**config.mk**
```make
export PLATFORM = sky130hd
export DESIGN_NAME = idli_cmp_m
export DESIGN_NICKNAME = d
export VERILOG_FILES = /design/src/rtl/idli_cmp_m.sv
export SDC_FILE = /design/constraint.sdc
export NUM_CORES = 1
export LEC_CHECK = 0
export CAP_MARGIN = 0
export CORE_MARGIN = 5
export CORE_UTILIZATION = 43
export CTS_BUF_LIST = sky130_fd_sc_hd__clkbuf_16
export CTS_CLUSTER_SIZE = 20
export DETAILED_ROUTE_END_ITERATION = 10
export GPL_TIMING_DRIVEN = 1
export PLACE_DENSITY = 0.74
export REMOVE_ABC_BUFFERS = 1
export SYNTH_ARGS = -nofsm -noshare
export SYNTH_HDL_FRONTEND = slang
export SYNTH_SLANG_ARGS = --single-unit
```
**constraint.sdc**
```tcl
create_clock -name i_cmp_gck -period 2.28 [get_ports i_cmp_gck]
set_input_delay 0.342 -clock i_cmp_gck [delete_from_list [all_inputs] [get_ports i_cmp_gck]]
set_output_delay 0.342 -clock i_cmp_gck [all_outputs]
set_load 0.05 [all_outputs]
```
**src/rtl/idli_cmp_m.sv**
```systemverilog
// Nibble-serial compare unit feeding the predicate register file Q write port.
// Optional TST/NTST support (nz accumulator) is enabled by defining IDLI_CMP_TST_EN.
module idli_cmp_m #(
    parameter int unsigned DATA_W = 16
) (
    input  logic       i_cmp_gck,
    input  logic       i_cmp_rst_n,
    input  logic       i_cmp_start,
    input  logic [2:0] i_cmp_op,
    input  logic [1:0] i_cmp_dst,
    input  logic       i_cmp_pred,
    input  logic [3:0] i_cmp_a,
    input  logic [3:0] i_cmp_b,
    output logic       o_cmp_busy,
    output logic       o_cmp_wr_en,
    output logic [1:0] o_cmp_wr_preg,
    output logic       o_cmp_wr_data
);

    localparam int unsigned NIB = DATA_W / 4;
    localparam int unsigned CW  = (NIB > 2) ? $clog2(NIB) : 1;

    typedef enum logic {
        S_IDLE,
        S_RUN
    } state_t;

    state_t        state, state_nx;
    logic [CW-1:0] cnt;
    logic [2:0]    op_q;
    logic [1:0]    dst_q;
    logic          pred_q;
    logic          eq_q, brw_q;

    logic          accept, consume, last;
    logic          eq_in, brw_in;
    logic          eq_nx, brw_nx;
    logic [4:0]    nib_diff;
    logic          lt, result;

    assign accept  = (state == S_IDLE) && i_cmp_start;
    assign consume = accept || (state == S_RUN);
    assign last    = (state == S_RUN) && (cnt == CW'(NIB - 1));

    // Nibble 0 starts from fresh accumulator values instead of the stored ones.
    assign eq_in    = (state == S_IDLE) ? 1'b1 : eq_q;
    assign brw_in   = (state == S_IDLE) ? 1'b0 : brw_q;
    assign nib_diff = {1'b0, i_cmp_a} - {1'b0, i_cmp_b} - {4'b0000, brw_in};
    assign eq_nx    = eq_in && (i_cmp_a == i_cmp_b);
    assign brw_nx   = nib_diff[4];
    assign lt       = (i_cmp_a[3] ^ i_cmp_b[3]) ? i_cmp_a[3] : brw_nx;

`ifdef IDLI_CMP_TST_EN
    logic nz_q, nz_in, nz_nx;
    assign nz_in = (state == S_IDLE) ? 1'b0 : nz_q;
    assign nz_nx = nz_in || (|(i_cmp_a & i_cmp_b));

    always_ff @(posedge i_cmp_gck or negedge i_cmp_rst_n) begin
        if (!i_cmp_rst_n) begin
            nz_q <= 1'b0;
        end else if (consume) begin
            nz_q <= nz_nx;
        end
    end
`endif

    always_comb begin
        result = 1'b0;
        case (op_q)
            3'd0: result = eq_nx;
            3'd1: result = !eq_nx;
            3'd2: result = lt;
            3'd3: result = !lt;
            3'd4: result = brw_nx;
            3'd5: result = !brw_nx;
`ifdef IDLI_CMP_TST_EN
            3'd6: result = nz_nx;
            3'd7: result = !nz_nx;
`else
            3'd6: result = 1'b0;
            3'd7: result = 1'b0;
`endif
            default: result = 1'b0;
        endcase
    end

    // State register
    always_ff @(posedge i_cmp_gck or negedge i_cmp_rst_n) begin
        if (!i_cmp_rst_n) begin
            state <= S_IDLE;
        end else begin
            state <= state_nx;
        end
    end

    // Next-state logic
    always_comb begin
        state_nx = state;
        case (state)
            S_IDLE:  if (i_cmp_start) state_nx = S_RUN;
            S_RUN:   if (last) state_nx = S_IDLE;
            default: state_nx = S_IDLE;
        endcase
    end

    // Output logic
    always_comb begin
        o_cmp_busy = (state == S_RUN);
    end

    always_ff @(posedge i_cmp_gck or negedge i_cmp_rst_n) begin
        if (!i_cmp_rst_n) begin
            cnt    <= '0;
            op_q   <= '0;
            dst_q  <= '0;
            pred_q <= 1'b0;
            eq_q   <= 1'b0;
            brw_q  <= 1'b0;
        end else begin
            if (accept) begin
                cnt    <= CW'(1);
                op_q   <= i_cmp_op;
                dst_q  <= i_cmp_dst;
                pred_q <= i_cmp_pred;
            end else if (state == S_RUN) begin
                cnt <= last ? '0 : cnt + CW'(1);
            end
            if (consume) begin
                eq_q  <= eq_nx;
                brw_q <= brw_nx;
            end
        end
    end

    // P3 is hardwired one, so writes to it are dropped along with predicated-off ones.
    always_ff @(posedge i_cmp_gck or negedge i_cmp_rst_n) begin
        if (!i_cmp_rst_n) begin
            o_cmp_wr_en   <= 1'b0;
            o_cmp_wr_preg <= '0;
            o_cmp_wr_data <= 1'b0;
        end else begin
            o_cmp_wr_en <= last && pred_q && (dst_q != 2'd3);
            if (last) begin
                o_cmp_wr_preg <= dst_q;
                o_cmp_wr_data <= result;
            end
        end
    end

endmodule
```
==> results.sh, run 1 <==
export IMPL_run_status="finished, final reports clean"
export IMPL_cts_root_buffer="sky130_fd_sc_hd__clkbuf_16"
export IMPL_die_x_um=55.7
export IMPL_hold_start="eq_q"
export IMPL_floorplan_die_height_um=55.7
export IMPL_instance_area_after_placement_sq_um=1240
export IMPL_hold_crit_path_type="reg -> reg"
export IMPL_internal_power_mw=0.979
export IMPL_p_comb_frac=0.485
export IMPL_yosys_register_bits=15
export IMPL_worst_pin_slew_ns=0.657
export IMPL_fin_area_sq_um=1370
export IMPL_synthesized_area_per_cell_sq_um=10.0
export IMPL_rr_endpoint="o_cmp_wr_data"
export IMPL_maximum_clock_path_buffer_count=2
export IMPL_synth_edff_count=0
export IMPL_start_util=0.454
export IMPL_drtPass1Iterations=4
export IMPL_post_synth_inst_count=90
export IMPL_layout_overhead_on_the_synthesized_area_pct=51.9
export IMPL_design_core_area_sq_um=1980
export IMPL_tns_ns=0
export IMPL_wl_um=2040
export IMPL_hold_violations=0
export IMPL_vdd_ir_drop_worst_uv=1000
export IMPL_power_leakage_nw=0.646
export IMPL_max_freq_ghz=0.461
export IMPL_netlist_cell_type_count=29
export IMPL_dr_vias_cell=5.00
export IMPL_grt_antenna_before_repair=0
export IMPL_cts_made_buffers=3
export IMPL_r2r_slack_ns=0.17
export IMPL_clk_insertion_delay_late_ns=0.24
export IMPL_finalClockSkew_ns=0.000709
export IMPL_route_detailed_drc=0
export IMPL_grt_util_all_layers=0.146
export IMPL_finalSetupViolations=0
export IMPL_total_power_mw=1.56
export IMPL_worstSetupPathType="in -> reg"
export IMPL_worstRegToRegCells=9
export IMPL_nNetsFinal=151
export IMPL_fillers=155
export IMPL_postRouteAntennaNets=0
export IMPL_crit_fanout=2
export IMPL_netlist_top_cells_count="sky130_fd_sc_hd__dfrtp_1 (15), sky130_fd_sc_hd__nand2_1 (11), sky130_fd_sc_hd__inv_1 (10), sky130_fd_sc_hd__mux2_2 (8), sky130_fd_sc_hd__nor2_1 (7)"
export IMPL_clk_transition_reported_paths_ns=0.04
export IMPL_p_seq_frac=0.307
export IMPL_sequential_area_share_after_synthesis=0.417
export IMPL_h_tree_depth=1
export IMPL_pre_cts_ws_ns=-0.410
export IMPL_clkPwrFrac=0.208
export IMPL_layout_min_cycle_time_ns=2.17
export IMPL_grt_max_degree=16
export IMPL_power_density_nw_per_um2=1150
export IMPL_final_hold_worst_slack_ns=0.479
export IMPL_critical_path_startpoint_type="primary input"
export IMPL_io_pins=22
export IMPL_grt_first_pass_wirelength_um=3590
export IMPL_number_of_instances_on_the_worst_hold_path=2
export IMPL_ys_dominant_reg_cell="sky130_fd_sc_hd__dfrtp_1"
export IMPL_cts_hold_buf=0
export IMPL_switching_fraction_of_total_power=0.374
export IMPL_synthesis_warnings=0
export IMPL_switchingPower_mw=0.586
export IMPL_rsz0062_at_grt="false"
export IMPL_die_area_sq_um=3110
export IMPL_wl_per_cell_um=13.2
export IMPL_ys_top_cells_by_area="sky130_fd_sc_hd__dfrtp_1 (42%), sky130_fd_sc_hd__mux2_2 (10%), sky130_fd_sc_hd__ha_1 (8.3%)"
export IMPL_critical_path_required_ns=2.42
export IMPL_netlist_area_sq_um=900
export IMPL_asyncSetResetFlopFracSynth=1.00
export IMPL_yosys_cell_count_top_type="sky130_fd_sc_hd__dfrtp_1"
export IMPL_num_rows=16
export IMPL_synth_largest_area_cell="sky130_fd_sc_hd__dfrtp_1"
export IMPL_maxCapViolations=0
export IMPL_insertedDiodeCount=0
export IMPL_relSlewSlack=0.561
export IMPL_slew_viol_final=0
export IMPL_timing_critical_path_arrival_ns=2.31
export IMPL_yosys_area_top_type_share=0.417
export IMPL_place_port_buffers=21
export IMPL_ff_to_ff_start="brw_q"
export IMPL_grt_ovfl_total=0
export IMPL_vias=770
export IMPL_timing_final_ws_setup_ns=0.110
export IMPL_clock_tree_from_tritoncts="built"
export IMPL_worst_hold_path_endpoint="eq_q"
export IMPL_worstSetupEndpointType="register"
export IMPL_gp_routability_congestion=0.755
export IMPL_place_detailed_hpwl_um=1460
export IMPL_drive_gt1_frac=0.299
export IMPL_min_period_over_period=0.952
export IMPL_clock_sink_count=15
export IMPL_dr_first_iter_drc_count=19
export IMPL_grt_pass1_vias=825
[area by class of cell]
| cell class | count | area (sq um) | area share |
|---|---|---|---|
| well taps | 27 | 33.8 | 0.0247 |
| clock buffers | 3 | 75.1 | 0.0549 |
| inverters | 10 | 37.5 | 0.0275 |
| multi-input cells | 63 | 522 | 0.382 |
| clock inverters | 1 | 3.75 | 0.00275 |
| flip-flops and latches | 15 | 375 | 0.275 |
| repair buffers | 35 | 319 | 0.234 |
[worst max-delay path by stage]
| stage | start | endpoint | slack [ns] |
|---|---|---|---|
| 2_1_floorplan | o_cmp_busy | o_cmp_wr_data | -0.23 |
| 3_3_place_gp | i_cmp_a[3] | o_cmp_wr_data | -0.34 |
| 3_5_place_dp | i_cmp_a[3] | o_cmp_wr_data | -0.41 |
| 4_1_cts | i_cmp_a[3] | o_cmp_wr_data | 0.008 |
| 5_1_grt | i_cmp_a[2] | o_cmp_wr_data | 0.001 |
| 6_report | i_cmp_a[2] | o_cmp_wr_data | 0.11 |
[kinds of logic after synthesis]
group                      after synthesis  synth area share
xor gates and xnor gates                 4            0.0473
adders and majority gates                6            0.0834
muxes                                   10             0.122
buffers and inverters                   12            0.0515
and+or+nand+nor                         24             0.120
AOI/OAI and AO/OA                       19             0.159
DFF                                     15             0.417
[what timing repair did]
item                       4_1_cts  5_1_grt
resized for setup                4        9
pin swaps                        5        7
setup endpoints to repair        2        1
buffers inserted                 0        0
[registers in the layout (all words and copies together) (netlist names)]
name	count
eq_q	1
cnt	2
brw_q	1
o_cmp_wr_preg	2
dst_q	2
o_cmp_wr_en	1
o_cmp_wr_data	1
o_cmp_busy	1
op_q	3
pred_q	1
[metrics by stage]
stage,instances,util
floorplan,88,-
global placement,150,0.626
detailed placement,150,0.626
CTS,154,0.675
global route,154,0.689
finish,154,0.689
[worst max-delay path: stages]
cell and delay [ns]:
sky130_fd_sc_hd__clkdlybuf4s50_1 0.46, sky130_fd_sc_hd__inv_1 0.04, sky130_fd_sc_hd__ha_1 0.19, sky130_fd_sc_hd__inv_2 0.07
sky130_fd_sc_hd__ha_4 0.19, sky130_fd_sc_hd__or3_1 0.30, sky130_fd_sc_hd__a31oi_1 0.20, sky130_fd_sc_hd__a311oi_2 0.06
sky130_fd_sc_hd__mux2i_1 0.15, sky130_fd_sc_hd__o41ai_2 0.31
[cell usage in the layout, fill, tap and decap left out, types with 3 or more instances in the layout]
master / count
sky130_fd_sc_hd__nor2_1: 7
sky130_fd_sc_hd__clkbuf_16: 3
sky130_fd_sc_hd__nand2_1: 10
sky130_fd_sc_hd__clkdlybuf4s50_1: 18
sky130_fd_sc_hd__a21oi_1: 4
sky130_fd_sc_hd__dfrtp_1: 15
sky130_fd_sc_hd__inv_1: 9
sky130_fd_sc_hd__buf_4: 14
sky130_fd_sc_hd__ha_1: 4
sky130_fd_sc_hd__mux2_2: 8
[power by group through the flow]
stage          Clock, mW  Combinational [mW]  Sequential (mW)
6_report           0.326               0.758            0.480
3_5_place_dp           0               0.723            0.480
3_3_place_gp           0               0.708            0.473
5_1_grt            0.351               0.838            0.503
4_1_cts            0.332               0.742            0.478
2_1_floorplan          0               0.345            0.598
[metal layers]
| layer | track usage | routed length, um |
|---|---|---|
| met1 | 0.164 | 865 |
| met2 | 0.248 | 1020 |
| met3 | 0.0580 | 127 |
| met4 | 0.0486 | 20 |
| met5 | 0 | 0 |
Power figures use the tool's default switching activity.
==> run 2: changes to the inputs <==
--- a/config.mk
+++ b/config.mk
@@ -12,6 +12,7 @@
 export CTS_CLUSTER_SIZE = 20
 export DETAILED_ROUTE_END_ITERATION = 10
 export GPL_TIMING_DRIVEN = 1
+export MAX_ROUTING_LAYER = met4
 export PLACE_DENSITY = 0.74
 export REMOVE_ABC_BUFFERS = 1
 export SYNTH_ARGS = -nofsm -noshare
==> run 2 against run 1 <==
Net effect:
- non-clock buffer count stayed put
- flip-flop and latch count stayed put
- hold slack stayed put
- critical endpoint unchanged
- clock power hardly changed
- critical path depth stayed put
- setup slack hardly changed
- largest cell class unchanged
- first-iteration DRC count stayed put
- critical path type unchanged
==> results.sh, run 2 (synthesized netlist as in run 1, its figures left out) <==
export IMPL_wl_um=2040
export IMPL_switchingPower_mw=0.585
export IMPL_finalSetupViolations=0
export IMPL_insertedDiodeCount=0
export IMPL_final_cells=154
export IMPL_place_detailed_hpwl_um=1460
export IMPL_hold_violations=0
export IMPL_finalClockSkew_ns=0.000717
export IMPL_dr_first_iter_drc_count=19
export IMPL_drive_gt1_frac=0.299
export IMPL_grt_antenna_before_repair=0
export IMPL_wl_per_cell_um=13.2
export IMPL_grt_max_degree=16
export IMPL_min_period_over_period=0.952
export IMPL_timing_final_ws_setup_ns=0.110
export IMPL_worstRegToRegCells=9
export IMPL_die_x_um=55.7
export IMPL_number_of_instances_on_the_worst_hold_path=2
export IMPL_cts_hold_buf=0
export IMPL_io_pins=22
export IMPL_vdd_ir_drop_worst_uv=1000
export IMPL_pre_cts_ws_ns=-0.410
export IMPL_switching_fraction_of_total_power=0.374
export IMPL_clock_sink_count=15
export IMPL_p_comb_frac=0.485
export IMPL_grt_pass1_vias=824
export IMPL_vias=772
export IMPL_nNetsFinal=151
export IMPL_design_core_area_sq_um=1980
export IMPL_maximum_clock_path_buffer_count=2
export IMPL_layout_commonest_cell="sky130_fd_sc_hd__clkdlybuf4s50_1"
export IMPL_clock_tree_from_tritoncts="built"
export IMPL_worstSetupEndpointType="register"
export IMPL_place_port_buffers=21
export IMPL_relSlewSlack=0.561
export IMPL_timing_critical_path_arrival_ns=2.31
export IMPL_final_hold_worst_slack_ns=0.479
export IMPL_internal_power_mw=0.979
export IMPL_route_detailed_drc=0
export IMPL_crit_fanout=2
export IMPL_critical_path_required_ns=2.42
export IMPL_routed_wl_met2_um=1020
export IMPL_num_rows=16
export IMPL_power_density_nw_per_um2=1140
export IMPL_max_ffs_per_register=3
export IMPL_critical_path_startpoint_type="primary input"
export IMPL_drtPass1Iterations=4
export IMPL_worstSetupPathType="in -> reg"
export IMPL_layout_overhead_on_the_synthesized_area_pct=51.9
export IMPL_routedLengthMet1_um=881
export IMPL_maxUsedRoutingLayer="met4"
export IMPL_die_area_sq_um=3110
export IMPL_cts_root_buffer="sky130_fd_sc_hd__clkbuf_16"
export IMPL_run_status="finished, final reports clean"
export IMPL_route_met3_wl_um=112
export IMPL_hold_crit_path_type="reg -> reg"
export IMPL_layout_min_cycle_time_ns=2.17
export IMPL_slew_viol_final=0
export IMPL_max_freq_ghz=0.461
export IMPL_postRouteAntennaNets=0
export IMPL_p_seq_frac=0.307
export IMPL_grt_ovfl_total=0
export IMPL_cts_made_buffers=3
export IMPL_h_tree_depth=1
export IMPL_start_util=0.454
export IMPL_rsz0062_at_grt="false"
export IMPL_cts_post_setup_buffers_inserted=0
export IMPL_dr_vias_cell=5.01
export IMPL_clk_transition_reported_paths_ns=0.04
export IMPL_layout_common_cells="sky130_fd_sc_hd__clkdlybuf4s50_1 (18), sky130_fd_sc_hd__dfrtp_1 (15), sky130_fd_sc_hd__buf_4 (14)"
export IMPL_grt_first_pass_wirelength_um=3590
export IMPL_gp_routability_congestion=0.764
export IMPL_grt_util_all_layers=0.150
export IMPL_worst_pin_slew_ns=0.657
export IMPL_floorplan_die_height_um=55.7
export IMPL_post_place_cells=150
export IMPL_regMostFlops="op_q"
export IMPL_clkPwrFrac=0.208
export IMPL_power_leakage_nw=0.646
export IMPL_maxCapViolations=0
export IMPL_clk_insertion_delay_late_ns=0.24
==> run 2: cell counts in the layout (fill, tap and decap cells not counted) <==
Identical to the previous run, type by type.
==> run 2: path summary, 6_finish.rpt <==
check                            start          endpoint  slack [ns]
max                         i_cmp_a[2]     o_cmp_wr_data        0.11
min                               eq_q              eq_q        0.48
min in group asynchronous  i_cmp_rst_n  o_cmp_wr_preg[0]        0.51
min reg2reg                       eq_q              eq_q        0.48
max reg2reg                      brw_q     o_cmp_wr_data        0.17
max in group asynchronous  i_cmp_rst_n             brw_q        1.35
==> run 2: per-stage QoR <==
step | power, mW | area, sq um | TNS, ns | util
6_report | 1.56 | 1370 | 0 | 0.689
3_3_place_gp | 1.18 | 1240 | -0.577 | 0.626
5_1_grt | 1.69 | 1370 | 0 | 0.689
4_1_cts | 1.55 | 1340 | 0 | 0.675
2_1_floorplan | 0.943 | 891 | -0.273 | -
3_5_place_dp | 1.20 | 1240 | -0.678 | 0.626
==> run 2: repair_timing <==
item / CTS / global route
gates resized for setup: 4 / 9
endpoints found under the setup margin: 2 / 1
pin swaps: 5 / 7
==> run 2: power groups by stage <==
stage	sequential (mW)	combinational, mW	clock (mW)
3_5_place_dp	0.480	0.723	0
2_1_floorplan	0.598	0.345	0
5_1_grt	0.503	0.838	0.351
4_1_cts	0.478	0.742	0.332
6_report	0.480	0.758	0.326
3_3_place_gp	0.473	0.708	0
==> run 2: cell type report <==
cell class              count  area (sq um)
well taps                  27          33.8
repair buffers             35           319
fillers                   155           616
inverters                  10          37.5
flip-flops and latches     15           375
clock inverters             1          3.75
multi-input cells          63           522
clock buffers               3          75.1
==> run 2: metal layers <==
metal,GRT usage,vias up
li1,-,387
met1,0.168,358
met2,0.248,23
met3,0.0510,4
met4,0.0486,0
met5,-,-
==> run 2: worst max-delay path, stage by stage <==
cell                              delay [ns]
sky130_fd_sc_hd__clkdlybuf4s50_1        0.46
sky130_fd_sc_hd__inv_1                  0.04
sky130_fd_sc_hd__ha_1                   0.19
sky130_fd_sc_hd__inv_2                  0.07
sky130_fd_sc_hd__ha_4                   0.19
sky130_fd_sc_hd__or3_1                  0.30
sky130_fd_sc_hd__a31oi_1                0.20
sky130_fd_sc_hd__a311oi_2               0.06
sky130_fd_sc_hd__mux2i_1                0.15
sky130_fd_sc_hd__o41ai_2                0.31
